File: src/rtl/alarm_ctrl_if.sv
// Button/tick inputs and time/alarm display outputs of the alarm clock controller.
interface alarm_ctrl_if;
   logic       Tick1Hz;
   logic       BtnSet;
   logic       BtnAlarm;
   logic       BtnInc;
   logic       BtnStop;
   logic [4:0] Hour;
   logic [5:0] Min;
   logic [5:0] Sec;
   logic [4:0] AlHour;
   logic [5:0] AlMin;
   logic       AlarmOn;
   logic       Ringing;
   logic [2:0] State;

   modport master (
      output Tick1Hz, BtnSet, BtnAlarm, BtnInc, BtnStop,
      input  Hour, Min, Sec, AlHour, AlMin, AlarmOn, Ringing, State
   );

   modport slave (
      input  Tick1Hz, BtnSet, BtnAlarm, BtnInc, BtnStop,
      output Hour, Min, Sec, AlHour, AlMin, AlarmOn, Ringing, State
   );
endinterface

File: src/rtl/alarm_ctrl.sv
// Alarm clock controller: 24h timekeeping, time/alarm setting, ring and auto-stop.
// Optional snooze state is compiled in when ALARM_SNOOZE_EN is defined.
module alarm_ctrl #(
   parameter int unsigned RING_SECS   = 60,
   parameter int unsigned SNOOZE_SECS = 300
) (
   input logic         Clk,
   input logic         Rst_n,
   alarm_ctrl_if.slave bus
);

   typedef enum logic [2:0] {
      RUN    = 3'd0,
      SET_H  = 3'd1,
      SET_M  = 3'd2,
      AL_H   = 3'd3,
      AL_M   = 3'd4,
      RING   = 3'd5,
      SNOOZE = 3'd6
   } state_t;

   if (RING_SECS < 1 || RING_SECS > 511 || SNOOZE_SECS < 1 || SNOOZE_SECS > 511) begin : g_bad_param
      $error("alarm_ctrl: RING_SECS and SNOOZE_SECS must be in 1..511");
   end

   localparam logic [8:0] RING_CNT = 9'(RING_SECS);
`ifdef ALARM_SNOOZE_EN
   localparam logic [8:0] SNOOZE_CNT = 9'(SNOOZE_SECS);
`endif

   state_t     state_q;
   logic [4:0] hour_q, al_hour_q;
   logic [5:0] min_q, sec_q, al_min_q;
   logic       al_on_q, ring_q;
   logic [8:0] sec_cnt_q;

   logic [4:0] hour_d;
   logic [5:0] min_d, sec_d;
   logic [8:0] cnt_d;
   logic       match;

   // Time as it would read after one tick; applied only when Tick1Hz is high.
   always_comb begin
      hour_d = hour_q;
      min_d  = min_q;
      sec_d  = sec_q + 6'd1;
      if (sec_q == 6'd59) begin
         sec_d = '0;
         min_d = min_q + 6'd1;
         if (min_q == 6'd59) begin
            min_d  = '0;
            hour_d = (hour_q == 5'd23) ? '0 : hour_q + 5'd1;
         end
      end
      match = al_on_q && (hour_d == al_hour_q) && (min_d == al_min_q) && (sec_d == '0);
      cnt_d = sec_cnt_q + 9'd1;
   end

   always_ff @(posedge Clk) begin
      if (!Rst_n) begin
         state_q   <= RUN;
         hour_q    <= '0;
         min_q     <= '0;
         sec_q     <= '0;
         al_hour_q <= '0;
         al_min_q  <= '0;
         al_on_q   <= 1'b0;
         ring_q    <= 1'b0;
         sec_cnt_q <= '0;
      end else begin
         // Clock keeps running everywhere except the two time-set states.
         if (bus.Tick1Hz && state_q != SET_H && state_q != SET_M) begin
            hour_q <= hour_d;
            min_q  <= min_d;
            sec_q  <= sec_d;
         end
         case (state_q)
            RUN: begin
               if (bus.Tick1Hz && match) begin
                  state_q   <= RING;
                  ring_q    <= 1'b1;
                  sec_cnt_q <= '0;
               end else if (bus.BtnSet) begin
                  state_q <= SET_H;
               end else if (bus.BtnAlarm) begin
                  state_q <= AL_H;
               end else if (bus.BtnStop) begin
                  al_on_q <= ~al_on_q;
               end
            end
            SET_H: begin
               if (bus.BtnInc) hour_q <= (hour_q == 5'd23) ? '0 : hour_q + 5'd1;
               if (bus.BtnSet) state_q <= SET_M;
            end
            SET_M: begin
               if (bus.BtnInc) min_q <= (min_q == 6'd59) ? '0 : min_q + 6'd1;
               if (bus.BtnSet) begin
                  sec_q   <= '0;
                  state_q <= RUN;
               end
            end
            AL_H: begin
               if (bus.BtnInc) al_hour_q <= (al_hour_q == 5'd23) ? '0 : al_hour_q + 5'd1;
               if (bus.BtnAlarm) state_q <= AL_M;
            end
            AL_M: begin
               if (bus.BtnInc) al_min_q <= (al_min_q == 6'd59) ? '0 : al_min_q + 6'd1;
               if (bus.BtnAlarm) begin
                  al_on_q <= 1'b1;
                  state_q <= RUN;
               end
            end
            RING: begin
               if (bus.BtnStop || (bus.Tick1Hz && cnt_d == RING_CNT)) begin
                  state_q <= RUN;
                  ring_q  <= 1'b0;
`ifdef ALARM_SNOOZE_EN
               end else if (bus.BtnInc) begin
                  state_q   <= SNOOZE;
                  ring_q    <= 1'b0;
                  sec_cnt_q <= '0;
`endif
               end else if (bus.Tick1Hz) begin
                  sec_cnt_q <= cnt_d;
               end
            end
`ifdef ALARM_SNOOZE_EN
            SNOOZE: begin
               if (bus.BtnStop) begin
                  state_q <= RUN;
               end else if (bus.Tick1Hz && cnt_d == SNOOZE_CNT) begin
                  state_q   <= RING;
                  ring_q    <= 1'b1;
                  sec_cnt_q <= '0;
               end else if (bus.Tick1Hz) begin
                  sec_cnt_q <= cnt_d;
               end
            end
`endif
            default: begin
               state_q <= RUN;
               ring_q  <= 1'b0;
            end
         endcase
      end
   end

   assign bus.Hour    = hour_q;
   assign bus.Min     = min_q;
   assign bus.Sec     = sec_q;
   assign bus.AlHour  = al_hour_q;
   assign bus.AlMin   = al_min_q;
   assign bus.AlarmOn = al_on_q;
   assign bus.Ringing = ring_q;
   assign bus.State   = state_q;

endmodule

File: src/flat_wrapper.sv
// flat-port wrapper written by rule: the top's interface ports become plain ports
module alarm_ctrl_flat 
#(
   parameter int unsigned RING_SECS   = 60,
   parameter int unsigned SNOOZE_SECS = 300
)
  (Clk, Rst_n, bus_Tick1Hz, bus_BtnSet, bus_BtnAlarm, bus_BtnInc, bus_BtnStop, bus_Hour, bus_Min, bus_Sec, bus_AlHour, bus_AlMin, bus_AlarmOn, bus_Ringing, bus_State);
  alarm_ctrl_if bus_i ();
  input logic Clk;
  input logic Rst_n;
  input wire logic [$bits(bus_i.Tick1Hz)-1:0] bus_Tick1Hz;
  input wire logic [$bits(bus_i.BtnSet)-1:0] bus_BtnSet;
  input wire logic [$bits(bus_i.BtnAlarm)-1:0] bus_BtnAlarm;
  input wire logic [$bits(bus_i.BtnInc)-1:0] bus_BtnInc;
  input wire logic [$bits(bus_i.BtnStop)-1:0] bus_BtnStop;
  output wire logic [$bits(bus_i.Hour)-1:0] bus_Hour;
  output wire logic [$bits(bus_i.Min)-1:0] bus_Min;
  output wire logic [$bits(bus_i.Sec)-1:0] bus_Sec;
  output wire logic [$bits(bus_i.AlHour)-1:0] bus_AlHour;
  output wire logic [$bits(bus_i.AlMin)-1:0] bus_AlMin;
  output wire logic [$bits(bus_i.AlarmOn)-1:0] bus_AlarmOn;
  output wire logic [$bits(bus_i.Ringing)-1:0] bus_Ringing;
  output wire logic [$bits(bus_i.State)-1:0] bus_State;
  assign bus_i.Tick1Hz = bus_Tick1Hz;
  assign bus_i.BtnSet = bus_BtnSet;
  assign bus_i.BtnAlarm = bus_BtnAlarm;
  assign bus_i.BtnInc = bus_BtnInc;
  assign bus_i.BtnStop = bus_BtnStop;
  assign bus_Hour = bus_i.Hour;
  assign bus_Min = bus_i.Min;
  assign bus_Sec = bus_i.Sec;
  assign bus_AlHour = bus_i.AlHour;
  assign bus_AlMin = bus_i.AlMin;
  assign bus_AlarmOn = bus_i.AlarmOn;
  assign bus_Ringing = bus_i.Ringing;
  assign bus_State = bus_i.State;
  alarm_ctrl #(.RING_SECS(RING_SECS), .SNOOZE_SECS(SNOOZE_SECS)) u_core (.Clk(Clk), .Rst_n(Rst_n), .bus(bus_i));
endmodule
File: config.mk
export PLATFORM = sky130hd
export DESIGN_NAME = alarm_ctrl_flat
export DESIGN_NICKNAME = d
export VERILOG_FILES = /design/src/rtl/alarm_ctrl_if.sv /design/src/rtl/alarm_ctrl.sv /design/src/flat_wrapper.sv
export SDC_FILE = /design/constraint.sdc
export NUM_CORES = 1
export LEC_CHECK = 0
export ABC_AREA = 1
export CORE_MARGIN = 2
export CORE_UTILIZATION = 40
export DETAILED_ROUTE_END_ITERATION = 8
export PLACE_DENSITY = 0.67
export SYNTH_ARGS = -nofsm -noshare
export SYNTH_HDL_FRONTEND = slang
export SYNTH_SLANG_ARGS = --single-unit
File: constraint.sdc
create_clock -name Clk -period 4.7 [get_ports Clk]
set_input_delay 0.94 -clock Clk [delete_from_list [all_inputs] [get_ports Clk]]
set_output_delay 0.94 -clock Clk [all_outputs]
set_load 0.1 [all_outputs]
==> impl_results.rst, run 1 <==
.. list-table::
   :header-rows: 1

   * - Metric
     - Value
   * - Post-Route WL
     - 7590 um
   * - Smallest setup slack after layout
     - 1.74 ns
   * - Clock transition at the registers of the reported paths
     - 0.08 ns
   * - Final Cycle Share
     - 0.631
   * - Depth of the worst register-to-register path
     - 14
   * - Worst clock skew
     - 0.00687 ns
   * - Post-DP HPWL
     - 5610 um
   * - Leakage power
     - 1.48 nW
   * - Most frequent cells in the layout
     - sky130_fd_sc_hd__nand2_1 (104), sky130_fd_sc_hd__nor2_1 (63), sky130_fd_sc_hd__inv_1 (57)
   * - Total Routing Usage GR
     - 0.197
   * - Slew at the pin with the worst max-slew slack
     - 0.986 ns
   * - Layout area overhead
     - 19.3%
   * - Outcome
     - finished clean
   * - Final core utilization
     - 0.485
   * - Post-route DRC violation count
     - 0
   * - Number of search-and-repair iterations in the first detailed-routing pass
     - 5
   * - Cells after synthesis
     - 459
   * - Routed length per instance
     - 12.7 um
   * - Cell Count, Final, Fillers Out
     - 598
   * - CP required
     - 3.76 ns
   * - Clock latency on the worst-skew pair
     - 0.30 ns
   * - Design area
     - 3460 um^2
   * - Top fanout value on the critical path
     - 9
   * - DRT antenna net count
     - 0
   * - Num Clock Sinks
     - 42
   * - Hold slack final
     - 0.476 ns
   * - Number of antenna repair diodes
     - 0
   * - Nature of the critical path startpoint
     - flip-flop
   * - Routed vias
     - 3089
   * - Via count of the first global-routing pass
     - 2697
   * - Placed standard-cell area
     - 3370 um^2
   * - Cell type of the slowest stage on the worst timing path
     - sky130_fd_sc_hd__clkdlybuf4s50_1
   * - Pwr dens
     - 581 nW/um^2
   * - Critical Path AT
     - 2.02 ns
   * - Leading cell types by total area after synthesis
     - sky130_fd_sc_hd__dfxtp_1 (29%), sky130_fd_sc_hd__nand2_1 (13%), sky130_fd_sc_hd__nor2_1 (8.1%), sky130_fd_sc_hd__nand3_1 (7.6%), sky130_fd_sc_hd__inv_1 (7.4%)
   * - Number of DRC markers after the initial detailed-route iteration
     - 265
   * - Fraction of the yosys area taken by sequential cells
     - 0.289
   * - Cell chosen for the clock root
     - sky130_fd_sc_hd__clkbuf_8
   * - Path type of the worst min-delay path
     - reg2reg
   * - Depth of the CTS H-tree
     - 2
   * - Maximum number of pins on one net before global-route repair
     - 21
   * - Share of Yosys cell area claimed by the top area cell type
     - 0.289
   * - Hold Vio Cnt, Final
     - 0
   * - Stages on worst setup path
     - 1
   * - Post-Route Setup TNS
     - 0 ns
   * - Total I/O pin count
     - 40
   * - Remaining max-slew budget at the tightest pin
     - 0.341
   * - Number of slew-limit violations in the final report
     - 0
   * - RSZ-0062 raised after global routing
     - no
   * - Family of cells with the greatest summed delay on the critical path
     - buffers and inverters
   * - Via density
     - 5.17
   * - Wire length of the first global-routing pass
     - 12400 um
   * - Critical path buffer and inverter count
     - 1
   * - Fraction of layout cells with a size suffix above 1
     - 0.0762
   * - Number of buffers inserted by port buffering
     - 39
   * - Placer's final routability congestion estimate
     - 0.883
   * - Achievable frequency
     - 0.337 GHz
   * - Number of setup buffers added after CTS
     - 0
   * - Cell Count Post-Placement
     - 590
   * - Worst path max stage delay
     - 1.20 ns
   * - Initial antenna violation count
     - 0
   * - Number of nets produced by synthesis
     - 474
   * - Max IR drop VDD
     - 0.228 mV
   * - CP Capture Type
     - output port
   * - Final setup violation count
     - 0
   * - Hold Crit Depth
     - 2
   * - Chip height
     - 89.2 um
   * - Cell Area, Synth
     - 2910 um^2
   * - Area enclosed by the die boundary
     - 7960 um^2
   * - Number of max-cap violations
     - 0
   * - Grt ovf
     - 0
   * - Cells resized by post-CTS repair
     - 0
   * - CTS tree
     - built
   * - Pre-CTS setup slack
     - 1.88 ns
   * - Core Rows
     - 31
   * - Critical path, cell by cell
     - clkdlybuf4s50_1
   * - Min cycle time layout
     - 2.96 ns
   * - Clock buffer count from CTS
     - 5
   * - Flops & latches, synth
     - 42
   * - Most frequent standard cell in the layout excluding fill and tap cells
     - sky130_fd_sc_hd__nand2_1
   * - Hold Buf Count CTS
     - 0
   * - Die width
     - 89.2 um
   * - Synth unique cells
     - 38
   * - Clock Path Buffers
     - 2
   * - Worst Path Class, Setup
     - reg2out
   * - Post-layout total power
     - 2.01 mW
   * - Yosys synthesis warning count
     - 0
   * - Total number of nets in the final design
     - 513
   * - Average cell area after synthesis
     - 6.33 um^2
   * - Cell taking the most area after synthesis
     - sky130_fd_sc_hd__dfxtp_1
   * - Effective utilization at floorplan
     - 0.407
   * - Core region area
     - 7140 um^2
## cell usage after synthesis (all sizes together)
cell,number
nand2,114
o211ai,1
a21oi,28
xor2,6
a31oi,1
buf,5
nand3b,2
a221oi,6
a32o,1
nor2,73
nor3,13
o22ai,1
o211a,1
a2111oi,1
clkbuf,4
ha,8
a311oi,1
dfxtp,42
o21bai,1
o21ai,18
nor4,1
a211oi,5
nand4,13
xnor2,2
o31ai,1
nor3b,1
inv,61
nand3,48
## registers in the layout (all words and copies together) (netlist names)
| name | count |
|---|---|
| u_core.sec_cnt_q | 9 |
| u_core.bus.Hour | 5 |
| u_core.bus.Sec | 6 |
| u_core.bus.AlMin | 6 |
| u_core.bus.Min | 6 |
| u_core.bus.AlHour | 5 |
| u_core.bus.Ringing | 1 |
| u_core.bus.State | 3 |
| u_core.bus.AlarmOn | 1 |
## per-layer routing
layer | vias to the layer above | share of wire | wire length (um) | global-route usage
met5 | - | 0 | 0 | 0
met4 | 0 | 0.014 | 110 | 0.0611
met3 | 10 | 0.050 | 382 | 0.0351
met2 | 94 | 0.44 | 3370 | 0.308
met1 | 1389 | 0.49 | 3730 | 0.277
li1 | 1596 | - | - | -
## area by class of cell
type	count	area, um^2
fill	758	3670
multi-input combinational	347	1770
sequential	42	841
timing repair buffer	41	405
inverter	61	229
tap	99	124
clock buffer	7	86.3
clock inverter	1	5.00
## path summary, 6_finish.rpt
check / slack [ns] / to / start
setup reg to reg: 1.81 / u_core.sec_cnt_q[0]$_SDFFE_PN0P_ / u_core.bus.Sec[0]$_SDFF_PN0_
hold / removal: 0.48 / u_core.bus.Ringing$_SDFFE_PN0P_ / u_core.bus.Ringing$_SDFFE_PN0P_
hold reg to reg: 0.48 / u_core.bus.Ringing$_SDFFE_PN0P_ / u_core.bus.Ringing$_SDFFE_PN0P_
setup / recovery: 1.74 / bus_Min[2] / u_core.bus.Min[2]$_SDFF_PN0_
## cells by family (layout without fill, tap and decap cells)
| group | Yosys count | after routing | synth area share |
|---|---|---|---|
| adder cells (fa/ha/maj) | 8 | 8 | 0.0345 |
| AO/OA/AOI/OAI | 66 | 66 | 0.137 |
| flip-flops | 42 | 42 | 0.289 |
| XOR/XNOR | 8 | 8 | 0.0241 |
| buffers and inverters | 70 | 110 | 0.0999 |
| AND/OR/NAND/NOR | 265 | 265 | 0.416 |
## power breakdown
part	internal, mW	switching, mW
registers	0.438	0.124
logic	0.315	0.881
clock network	0.119	0.135
No activity file was read; power rests on OpenSTA's default activity.
==> run 2: changes to the inputs <==
Clock period 4.7 ns to 3.1 ns, I/O delays scaled along.
==> run 2 against run 1 <==
Utilization is 0.82 points lower. Worst hold slack hardly changed. Final area is 1.7% lower. Die area stayed put. Clock-buffer cell count is 2 lower. Sequential cell count stayed put.
==> impl_results.rst, run 2 (synthesis results as in run 1) <==
.. list-table::
   :header-rows: 1

   * - Metric
     - Value
   * - Register with the most flip-flops
     - u_core.sec_cnt_q
   * - Path type of the worst min-delay path
     - reg2reg
   * - Pwr dens
     - 883 nW/um^2 (+52%)
   * - CP required
     - 3.32 ns (-0.44 ns)
   * - Fillcell total
     - 784 (+3.4%)
   * - RSZ-0062 raised after global routing
     - no
   * - Effective utilization at floorplan
     - 0.407 (unchanged)
   * - Worst clock skew
     - 0.0138 ns (+0.00689 ns)
   * - Post-Route Setup TNS
     - 0 ns (unchanged)
   * - Cell type of the slowest stage on the worst timing path
     - sky130_fd_sc_hd__dfxtp_1
   * - Critical path, cell by cell
     - ha_1 > nand3_1 > nor2_2 > buf_4 > nand2_2 > nand3_2 > nand2_1 > nor2_1 > nand3_1 > nor2_2 > nand3_2 > nand2_2 > nand2_4 > o21ai_0 > nor2_1
   * - Total number of nets in the final design
     - 516 (+0.58%)
   * - Hold Vio Cnt, Final
     - 0 (unchanged)
   * - Final Cycle Share
     - 0.803
   * - Area enclosed by the die boundary
     - 7960 um^2 (unchanged)
   * - Core Rows
     - 31 (unchanged)
   * - Number of antenna repair diodes
     - 0 (unchanged)
   * - Post-Route WL
     - 7410 um (-2.3%)
   * - Most frequent cells in the layout
     - sky130_fd_sc_hd__nand2_1 (104), sky130_fd_sc_hd__nor2_1 (63), sky130_fd_sc_hd__inv_1 (57)
   * - Top fanout value on the critical path
     - 16 (+7)
   * - Hold slack final
     - 0.477 ns (+0.000300 ns)
   * - Slew at the pin with the worst max-slew slack
     - 0.580 ns (-0.406 ns)
   * - Post-DP HPWL
     - 5720 um (+1.9%)
   * - Core region area
     - 7140 um^2 (unchanged)
   * - Layout area overhead
     - 17.2%
   * - Cell chosen for the clock root
     - sky130_fd_sc_hd__clkbuf_8
   * - Hold Buf Count CTS
     - 0 (unchanged)
   * - Flip-flop count of the largest register after layout
     - 9 (unchanged)
   * - Depth of the CTS H-tree
     - 2 (unchanged)
   * - Placer's final routability congestion estimate
     - 0.883 (about the same)
   * - Min cycle time layout
     - 2.49 ns
   * - Routed length per instance
     - 12.3 um (-2.8%)
   * - Launch instance of the worst min-delay path
     - u_core.bus.Ringing$_SDFFE_PN0P_
   * - Placed standard-cell area
     - 3310 um^2 (-1.8%)
   * - Nature of the critical path startpoint
     - flip-flop
   * - Cells resized by post-CTS repair
     - 0 (unchanged)
   * - Via density
     - 5.13 (-0.63%)
   * - Family of cells with the greatest summed delay on the critical path
     - simple AND/OR/NAND/NOR gates
   * - Clock transition at the registers of the reported paths
     - 0.10 ns (+0.02 ns)
   * - Worst Path Class, Setup
     - reg2reg
   * - Hold Crit Depth
     - 2 (unchanged)
   * - Critical Path AT
     - 2.71 ns (+0.69 ns)
   * - Maximum number of pins on one net before global-route repair
     - 20 (-4.8%)
   * - Leakage power
     - 1.55 nW (+4.6%)
   * - Design area
     - 3410 um^2 (-1.7%)
   * - Die width
     - 89.2 um (unchanged)
   * - Clock Path Buffers
     - 2 (unchanged)
   * - Worst flop-to-flop path startpoint
     - u_core.bus.Sec[0]$_SDFF_PN0_
   * - Number of DRC markers after the initial detailed-route iteration
     - 185 (-30%)
   * - Reg-to-reg setup timing slack
     - 0.61 ns (-1.20 ns)
   * - Wire length of the first global-routing pass
     - 12400 um (-0.23%)
   * - Worst reg2reg endpoint
     - u_core.sec_cnt_q[0]$_SDFFE_PN0P_
   * - Number of search-and-repair iterations in the first detailed-routing pass
     - 6 (+1)
   * - Total I/O pin count
     - 40 (unchanged)
   * - Number of buffers inserted by port buffering
     - 39 (unchanged)
   * - Grt ovf
     - 0 (unchanged)
   * - Chip height
     - 89.2 um (unchanged)
   * - DRT antenna net count
     - 0 (unchanged)
   * - CTS tree
     - built
   * - Depth of the worst register-to-register path
     - 15 (+1)
   * - Final core utilization
     - 0.477 (-0.00824)
   * - Critical path buffer and inverter count
     - 1 (unchanged)
   * - Number of setup buffers added after CTS
     - 0 (unchanged)
   * - Remaining max-slew budget at the tightest pin
     - 0.612 (+0.271)
   * - Number of max-cap violations
     - 0 (unchanged)
   * - Endpoint of the worst hold-timing path
     - u_core.bus.Ringing$_SDFFE_PN0P_
   * - Worst path max stage delay
     - 0.45 ns (-0.75 ns)
   * - Total Routing Usage GR
     - 0.195 (-0.00214)
   * - Routed vias
     - 3085 (-0.13%)
   * - Clock latency on the worst-skew pair
     - 0.31 ns (about the same)
   * - Initial antenna violation count
     - 0 (unchanged)
   * - Number of slew-limit violations in the final report
     - 0 (unchanged)
   * - Clock buffer count from CTS
     - 5 (unchanged)
   * - Achievable frequency
     - 0.402 GHz
   * - CP Capture Type
     - flip-flop
   * - Most frequent standard cell in the layout excluding fill and tap cells
     - sky130_fd_sc_hd__nand2_1
   * - Final setup violation count
     - 0 (unchanged)
   * - Fraction of layout cells with a size suffix above 1
     - 0.149 (+0.0733)
   * - Post-route DRC violation count
     - 0 (unchanged)
   * - Max IR drop VDD
     - 0.400 mV (+75%)
   * - Outcome
     - finished clean
   * - Via count of the first global-routing pass
     - 2726 (+1.1%)
   * - Num Clock Sinks
     - 42 (unchanged)
run 2: cell types whose count changed in the layout (fill, tap and decap cells not counted), sizes merged:
cell	before	now
buf	2	38
clkdlybuf4s50	39	6
clkbuf	7	5
clkinvlp	0	2
clkinv	1	0
inv	61	62
run 2: power breakdown:
part           switching (mW)  leakage, nW  internal [mW]
registers               0.187        0.343          0.665
logic                    1.33         1.16          0.452
clock network           0.214       0.0408          0.161
total                    1.73         1.55           1.28
run 2: cell type report:
type | count | area, um^2 | share of cell area
clock inverters | 3 | 23.8 | 0.00698
clock buffers | 5 | 68.8 | 0.0202
well taps | 99 | 124 | 0.0364
flip-flops and latches | 42 | 841 | 0.247
repair buffers | 44 | 345 | 0.101
inverters | 61 | 229 | 0.0672
multi-input cells | 347 | 1770 | 0.521
run 2: worst max-delay path by stage:
stage	cells after the start	from	slack, ns	endpoint
after floorplan	15	u_core.bus.Min[1]$_SDFF_PN0_	0.14	u_core.sec_cnt_q[1]$_SDFFE_PN0P_
after global placement	12	bus_Tick1Hz	0.54	u_core.sec_cnt_q[0]$_SDFFE_PN0P_
after CTS	15	u_core.bus.Sec[0]$_SDFF_PN0_	0.58	u_core.sec_cnt_q[0]$_SDFFE_PN0P_
final	15	u_core.bus.Sec[0]$_SDFF_PN0_	0.61	u_core.sec_cnt_q[0]$_SDFFE_PN0P_
after global routing	15	u_core.bus.Sec[0]$_SDFF_PN0_	0.24	u_core.sec_cnt_q[1]$_SDFFE_PN0P_
after detailed placement	12	bus_Tick1Hz	0.50	u_core.sec_cnt_q[0]$_SDFFE_PN0P_
run 2: per-stage QoR:
stage	cells	power, mW	worst slack [ns]
3_5_place_dp	593	2.64	0.505
5_1_grt	601	3.22	0.244
2_1_floorplan	459	2.29	0.140
4_1_cts	601	3.02	0.576
3_3_place_gp	593	2.63	0.537
6_report	601	3.01	0.611
run 2: worst register-to-register path, cell delays in order, from the launching register on:
cell	delay [ns]
sky130_fd_sc_hd__dfxtp_1	0.45
sky130_fd_sc_hd__ha_1	0.26
sky130_fd_sc_hd__nand3_1	0.10
sky130_fd_sc_hd__nor2_2	0.30
sky130_fd_sc_hd__buf_4	0.23
sky130_fd_sc_hd__nand2_2	0.06
sky130_fd_sc_hd__nand3_2	0.06
sky130_fd_sc_hd__nand2_1	0.05
sky130_fd_sc_hd__nor2_1	0.09
sky130_fd_sc_hd__nand3_1	0.10
sky130_fd_sc_hd__nor2_2	0.13
sky130_fd_sc_hd__nand3_2	0.12
sky130_fd_sc_hd__nand2_2	0.10
sky130_fd_sc_hd__nand2_4	0.13
sky130_fd_sc_hd__o21ai_0	0.17
sky130_fd_sc_hd__nor2_1	0.05
run 2: per-layer routing:
| layer | track usage | vias up | wire length [um] | share of wire |
|---|---|---|---|---|
| met4 | 0.0692 | 0 | 146 | 0.020 |
| met2 | 0.308 | 89 | 3360 | 0.45 |
| met1 | 0.269 | 1388 | 3500 | 0.47 |
| met5 | 0 | - | 0 | 0 |
| met3 | 0.0342 | 11 | 406 | 0.055 |
| li1 | - | 1597 | - | - |
